[src/rtl/pll_reset_sequencer.sv]
// Reset and lock supervisor for the iCE40 PLL: pulses PLL reset, qualifies lock
// for a stable run length, then sequences the downstream system reset.
module pll_reset_sequencer #(
    parameter int PLL_RST_CYCLES = 16,
    parameter int LOCK_STABLE    = 1024,
    parameter int LOCK_TIMEOUT   = 65536,
    parameter int HOLD_CYCLES    = 256,
    parameter int CNT_W          = 17
) (
    input  logic       clock_in,
    input  logic       resetn,
    input  logic       locked,
    input  logic       soft_rst_req,
    input  logic       clear_flags,
    output logic       pll_resetb,
    output logic       sys_rst_n,
    output logic       ready,
    output logic [1:0] state,
    output logic [3:0] retry_count,
    output logic       lock_lost
);

    typedef enum logic [1:0] {
        ST_PLL_RST   = 2'd0,
        ST_WAIT_LOCK = 2'd1,
        ST_HOLD      = 2'd2,
        ST_RUN       = 2'd3
    } state_t;

    localparam logic [CNT_W-1:0] RST_LAST  = CNT_W'(PLL_RST_CYCLES - 1);
    localparam logic [CNT_W-1:0] STAB_LAST = CNT_W'(LOCK_STABLE - 1);
    localparam logic [CNT_W-1:0] TMO_LAST  = CNT_W'(LOCK_TIMEOUT - 1);
    localparam logic [CNT_W-1:0] HOLD_LAST = CNT_W'(HOLD_CYCLES - 1);

    state_t             state_q, state_d;
    logic [CNT_W-1:0]   cnt_q, cnt_d;
    logic [CNT_W-1:0]   stab_q, stab_d;
    logic [3:0]         retry_q, retry_d;
    logic               lock_lost_q, lock_lost_d;
    logic               pll_resetb_q, pll_resetb_d;
    logic               sys_rst_n_q, sys_rst_n_d;
    logic               ready_q, ready_d;
    logic               meta_q, lock_s_q;
    logic               lost_set;

    // locked comes from the PLL's own analog lock detector, asynchronous here
    always_ff @(posedge clock_in or negedge resetn) begin
        if (!resetn) begin
            meta_q   <= 1'b0;
            lock_s_q <= 1'b0;
        end else begin
            meta_q   <= locked;
            lock_s_q <= meta_q;
        end
    end

    always_ff @(posedge clock_in or negedge resetn) begin
        if (!resetn) begin
            state_q      <= ST_PLL_RST;
            cnt_q        <= '0;
            stab_q       <= '0;
            retry_q      <= '0;
            lock_lost_q  <= 1'b0;
            pll_resetb_q <= 1'b0;
            sys_rst_n_q  <= 1'b0;
            ready_q      <= 1'b0;
        end else begin
            state_q      <= state_d;
            cnt_q        <= cnt_d;
            stab_q       <= stab_d;
            retry_q      <= retry_d;
            lock_lost_q  <= lock_lost_d;
            pll_resetb_q <= pll_resetb_d;
            sys_rst_n_q  <= sys_rst_n_d;
            ready_q      <= ready_d;
        end
    end

    always_comb begin
        state_d  = state_q;
        cnt_d    = cnt_q + 1'b1;
        stab_d   = '0;
        retry_d  = retry_q;
        lost_set = 1'b0;
        case (state_q)
            ST_PLL_RST: begin
                if (cnt_q == RST_LAST) state_d = ST_WAIT_LOCK;
            end
            ST_WAIT_LOCK: begin
                stab_d = lock_s_q ? stab_q + 1'b1 : '0;
                // acceptance wins over a coincident timeout
                if (lock_s_q && stab_q == STAB_LAST) begin
                    state_d = ST_HOLD;
                end else if (cnt_q == TMO_LAST) begin
                    state_d = ST_PLL_RST;
                    if (retry_q != 4'hF) retry_d = retry_q + 4'd1;
                end
            end
            ST_HOLD: begin
                if (!lock_s_q) begin
                    state_d  = ST_WAIT_LOCK;
                    lost_set = 1'b1;
                end else if (cnt_q == HOLD_LAST) begin
                    state_d = ST_RUN;
                end
            end
            ST_RUN: begin
                cnt_d = '0;
                if (!lock_s_q) begin
                    state_d  = ST_WAIT_LOCK;
                    lost_set = 1'b1;
                end else if (soft_rst_req) begin
                    state_d = ST_HOLD;
                end
            end
            default: state_d = ST_PLL_RST;
        endcase
        if (state_d != state_q) begin
            cnt_d  = '0;
            stab_d = '0;
        end
        lock_lost_d  = lost_set | (lock_lost_q & ~clear_flags);
        // outputs registered from next state so they switch with the state
        pll_resetb_d = (state_d != ST_PLL_RST);
        sys_rst_n_d  = (state_d == ST_RUN);
        ready_d      = (state_d == ST_RUN);
    end

    assign pll_resetb  = pll_resetb_q;
    assign sys_rst_n   = sys_rst_n_q;
    assign ready       = ready_q;
    assign state       = state_q;
    assign retry_count = retry_q;
    assign lock_lost   = lock_lost_q;

endmodule
[config.mk]
export PLATFORM = sky130hd
export DESIGN_NAME = pll_reset_sequencer
export DESIGN_NICKNAME = d
export VERILOG_FILES = /design/src/rtl/pll_reset_sequencer.sv
export SDC_FILE = /design/constraint.sdc
export NUM_CORES = 1
export LEC_CHECK = 0
export BUFFER_PORTS_ARGS = -buffer_cell sky130_fd_sc_hd__buf_2
export CAP_MARGIN = 20
export CELL_PAD_IN_SITES_DETAIL_PLACEMENT = 0
export CELL_PAD_IN_SITES_GLOBAL_PLACEMENT = 1
export CORE_ASPECT_RATIO = 1.25
export CORE_MARGIN = 1
export CORE_UTILIZATION = 30
export CTS_BUF_LIST = sky130_fd_sc_hd__clkbuf_4 sky130_fd_sc_hd__clkbuf_8
export DETAILED_ROUTE_END_ITERATION = 16
export GPL_TIMING_DRIVEN = 0
export PLACE_DENSITY = 0.64
export SYNTH_ARGS = -nofsm -noshare
export SYNTH_HDL_FRONTEND = slang
export SYNTH_SLANG_ARGS = --single-unit
export TNS_END_PERCENT = 100
[constraint.sdc]
create_clock -name clock_in -period 4.5 [get_ports clock_in]
set_input_delay 0.225 -clock clock_in [delete_from_list [all_inputs] [get_ports clock_in]]
set_output_delay 0.225 -clock clock_in [all_outputs]
set_load 0.01 [all_outputs]
==> results.sh <==
export IMPL_cts_root_buf="clkbuf_8"
export IMPL_startpoint="cnt_q[0]"
export IMPL_n_antenna_cell=0
export IMPL_outcome="finished clean"
export IMPL_maxSlewHeadroom_pct=62.9
export IMPL_io_pins=15
export IMPL_worstPathMaxFanout=5
export IMPL_hold_path_class="in2reg"
export IMPL_ys_seq_area_share_pct=50.4
export IMPL_via_count=1491
export IMPL_crit_path_end_kind="register"
export IMPL_path_class="reg2reg"
export IMPL_yosys_warnings=0
export IMPL_cts_hold_buffers=0
export IMPL_nNetsFinal=244
export IMPL_final_hold_viol_count=0
export IMPL_die_h_um=98.5
export IMPL_cp_required_ns=4.69
export IMPL_rrSetupSlack_ns=1.88
export IMPL_drtPass1Iterations=4
export IMPL_worstSetupEndpoint="retry_count[1]"
export IMPL_hold_start="locked"
export IMPL_post_cts_setup_buffers=0
export IMPL_peakVddDrop_mv=0.105
export IMPL_synth_area_um2=2240
export IMPL_cts_tree="yes"
export IMPL_fin_util_pct=35.9
export IMPL_grt_pass1_vias=1550
export IMPL_coreArea_um2=7100
export IMPL_p_leak_nw=1.19
export IMPL_mostFrequentLayoutCells="45 x dfrtp_1, 33 x nor2_1, 20 x xor2_1, 15 x nand3_1, 15 x buf_2"
export IMPL_rr_endpoint="retry_count[1]"
export IMPL_die_area_um2=7800
export IMPL_port_buffers=14
export IMPL_antenna_found_initial=0
export IMPL_synth_edff_count=0
export IMPL_max_cap_violations=0
export IMPL_ys_async_sr_fraction_pct=100
export IMPL_whs_ns=0.0355
export IMPL_fin_skew_ns=0.00986
export IMPL_cts_sinks=45
export IMPL_start_util_pct=31.5
export IMPL_synth_flop_cell="dfrtp_1"
export IMPL_finalSetupViolCount=0
export IMPL_syn_num_nets=221
export IMPL_fill_cells=692
export IMPL_fmax_mhz=381
export IMPL_worst_pin_slew_ns=0.553
export IMPL_syn_to_final_growth_pct=14.0
export IMPL_synthDistinctLibCells=36
export IMPL_period_minus_slack_ns=2.62
export IMPL_syn_inst=212
export IMPL_ctsResizeCount=0
export IMPL_final_common_cell="dfrtp_1"
export IMPL_die_w_um=79.2
export IMPL_grt_start_max_net_pins=46
export IMPL_cts_inserted_buffers=5
export IMPL_dp_hpwl_um=2750
export IMPL_drv_slew=0
export IMPL_syn_area_per_cell_um2=10.5
export IMPL_drive_gt1_share_pct=18.6
export IMPL_power_density_nw_per_um2=280
export IMPL_wl_um=4020
export IMPL_worstPathArrival_ns=2.81
export IMPL_first_iter_violations=39
export IMPL_overflow=0
export IMPL_path_clk_slew_ns=0.09
export IMPL_wl_per_cell_um=12.3
export IMPL_drtAntennaViolNets=0
export IMPL_cts_path_max_buffers=2
export IMPL_rows=34
export IMPL_cts_max_level=2
export IMPL_worst_r2r_startpoint="cnt_q[0]"
export IMPL_post_route_drc_count=0
export IMPL_rsz0062_at_grt="false"
export IMPL_period_share_pct=58.3
export IMPL_start_kind="register"
export IMPL_setup_tns_ns=0
export IMPL_grt_pass1_wl_um=7330
export IMPL_clock_latency_ns=0.30
export IMPL_ys_ff_latch=45
export IMPL_gr_usage_all_layers_pct=12.0
export IMPL_place_congestion=0.708
export IMPL_avgViaCountPerCell=4.57
export IMPL_reg2regPathDepth=9
==> cell families (layout without fill, tap and decap cells) <==
kind of cell,count (synthesis),in the layout,share of synthesized area (%)
adders and majority gates,4,4,2.24
DFF,45,45,50.4
xor gates and xnor gates,32,32,12.5
muxes,1,1,0.504
AOI/OAI and AO/OA,13,13,4.37
and+or+nand+nor,101,101,25.7
buffers and inverters,16,40,4.31
==> cell type report <==
type / instances / area [um2] / area share (%)
Timing Repair Buffer: 16 / 100 / 3.93
Sequential cell: 45 / 1130 / 44.2
Tap cell: 90 / 113 / 4.42
Clock inverter: 1 / 5.00 / 0.196
Clock buffer: 7 / 96.3 / 3.78
Buffer: 8 / 66.3 / 2.60
Inverter: 8 / 30.0 / 1.18
Multi-Input combinational cell: 151 / 1010 / 39.7
==> critical path, cell delays in order (launching register included) <==
cell and delay [ns]:
dfrtp_1 0.38, ha_1 0.19, and3_1 0.15, clkbuf_1 0.22, nand3_1 0.22, nor3_1 0.23, ha_1 0.23, nand2_1 0.06
a211oi_1 0.45, mux2_2 0.39
==> routing by layer <==
| layer | global-route usage [%] | vias to the layer above | wire (um) |
|---|---|---|---|
| met5 | 0 | - | 0 |
| li1 | - | 754 | - |
| met3 | 2.78 | 6 | 99 |
| met1 | 15.3 | 708 | 1880 |
| met2 | 19.2 | 23 | 1980 |
| met4 | 5.03 | 0 | 60 |
==> sequential cells by signal (all words and copies together) (netlist names) <==
signal,count
stab_q,17
state,2
cnt_q,17
ready,1
pll_resetb,1
meta_q,1
lock_s_q,1
lock_lost,1
retry_count,4
==> metrics by stage <==
| step | power, mW | setup WS [ns] | area, um2 | std cells |
|---|---|---|---|---|
| floorplan | 0.430 | 2.22 | 2240 | 212 |
| global placement | 0.443 | 1.83 | 2420 | 316 |
| detailed placement | 0.444 | 1.84 | 2420 | 316 |
| CTS | 0.725 | 1.83 | 2520 | 324 |
| global route | 0.752 | 1.62 | 2550 | 326 |
| finish | 0.715 | 1.88 | 2550 | 326 |
==> cell usage after synthesis (2+ instances only) <==
library cell,count,share of area [%]
xor2_1,20,7.8
a211oi_1,3,1.0
nor3_1,2,0.45
nor2_1,33,5.5
nand2b_1,3,0.84
nand3_1,15,3.4
a21oi_1,2,0.45
a21boi_0,2,0.67
buf_6,2,1.0
ha_1,4,2.2
nand4_1,4,1.1
and4_4,2,1.0
and3_1,9,2.5
and4_1,4,1.6
clkbuf_1,3,0.50
inv_1,8,1.3
xnor2_1,12,4.7
nor2_4,8,4.0
dfrtp_1,45,50
nor4_1,3,0.84
nand2_1,11,1.8
nor2b_1,2,0.56
nor2_2,2,0.56
==> power by group <==
part | switching (mW) | internal, mW
clock | 0.139 | 0.139
combinational | 0.0166 | 0.0100
sequential | 0.00327 | 0.407
total | 0.159 | 0.556
==> worst min-delay path by stage <==
| stage | endpoint | cells after the start |
|---|---|---|
| detailed placement | meta_q | 1 |
| floorplan | cnt_q[0] | 0 |
| CTS | meta_q | 1 |
| global placement | lock_s_q | 0 |
| global route | meta_q | 1 |
| finish | meta_q | 1 |
(Power assumes the default switching activity.)
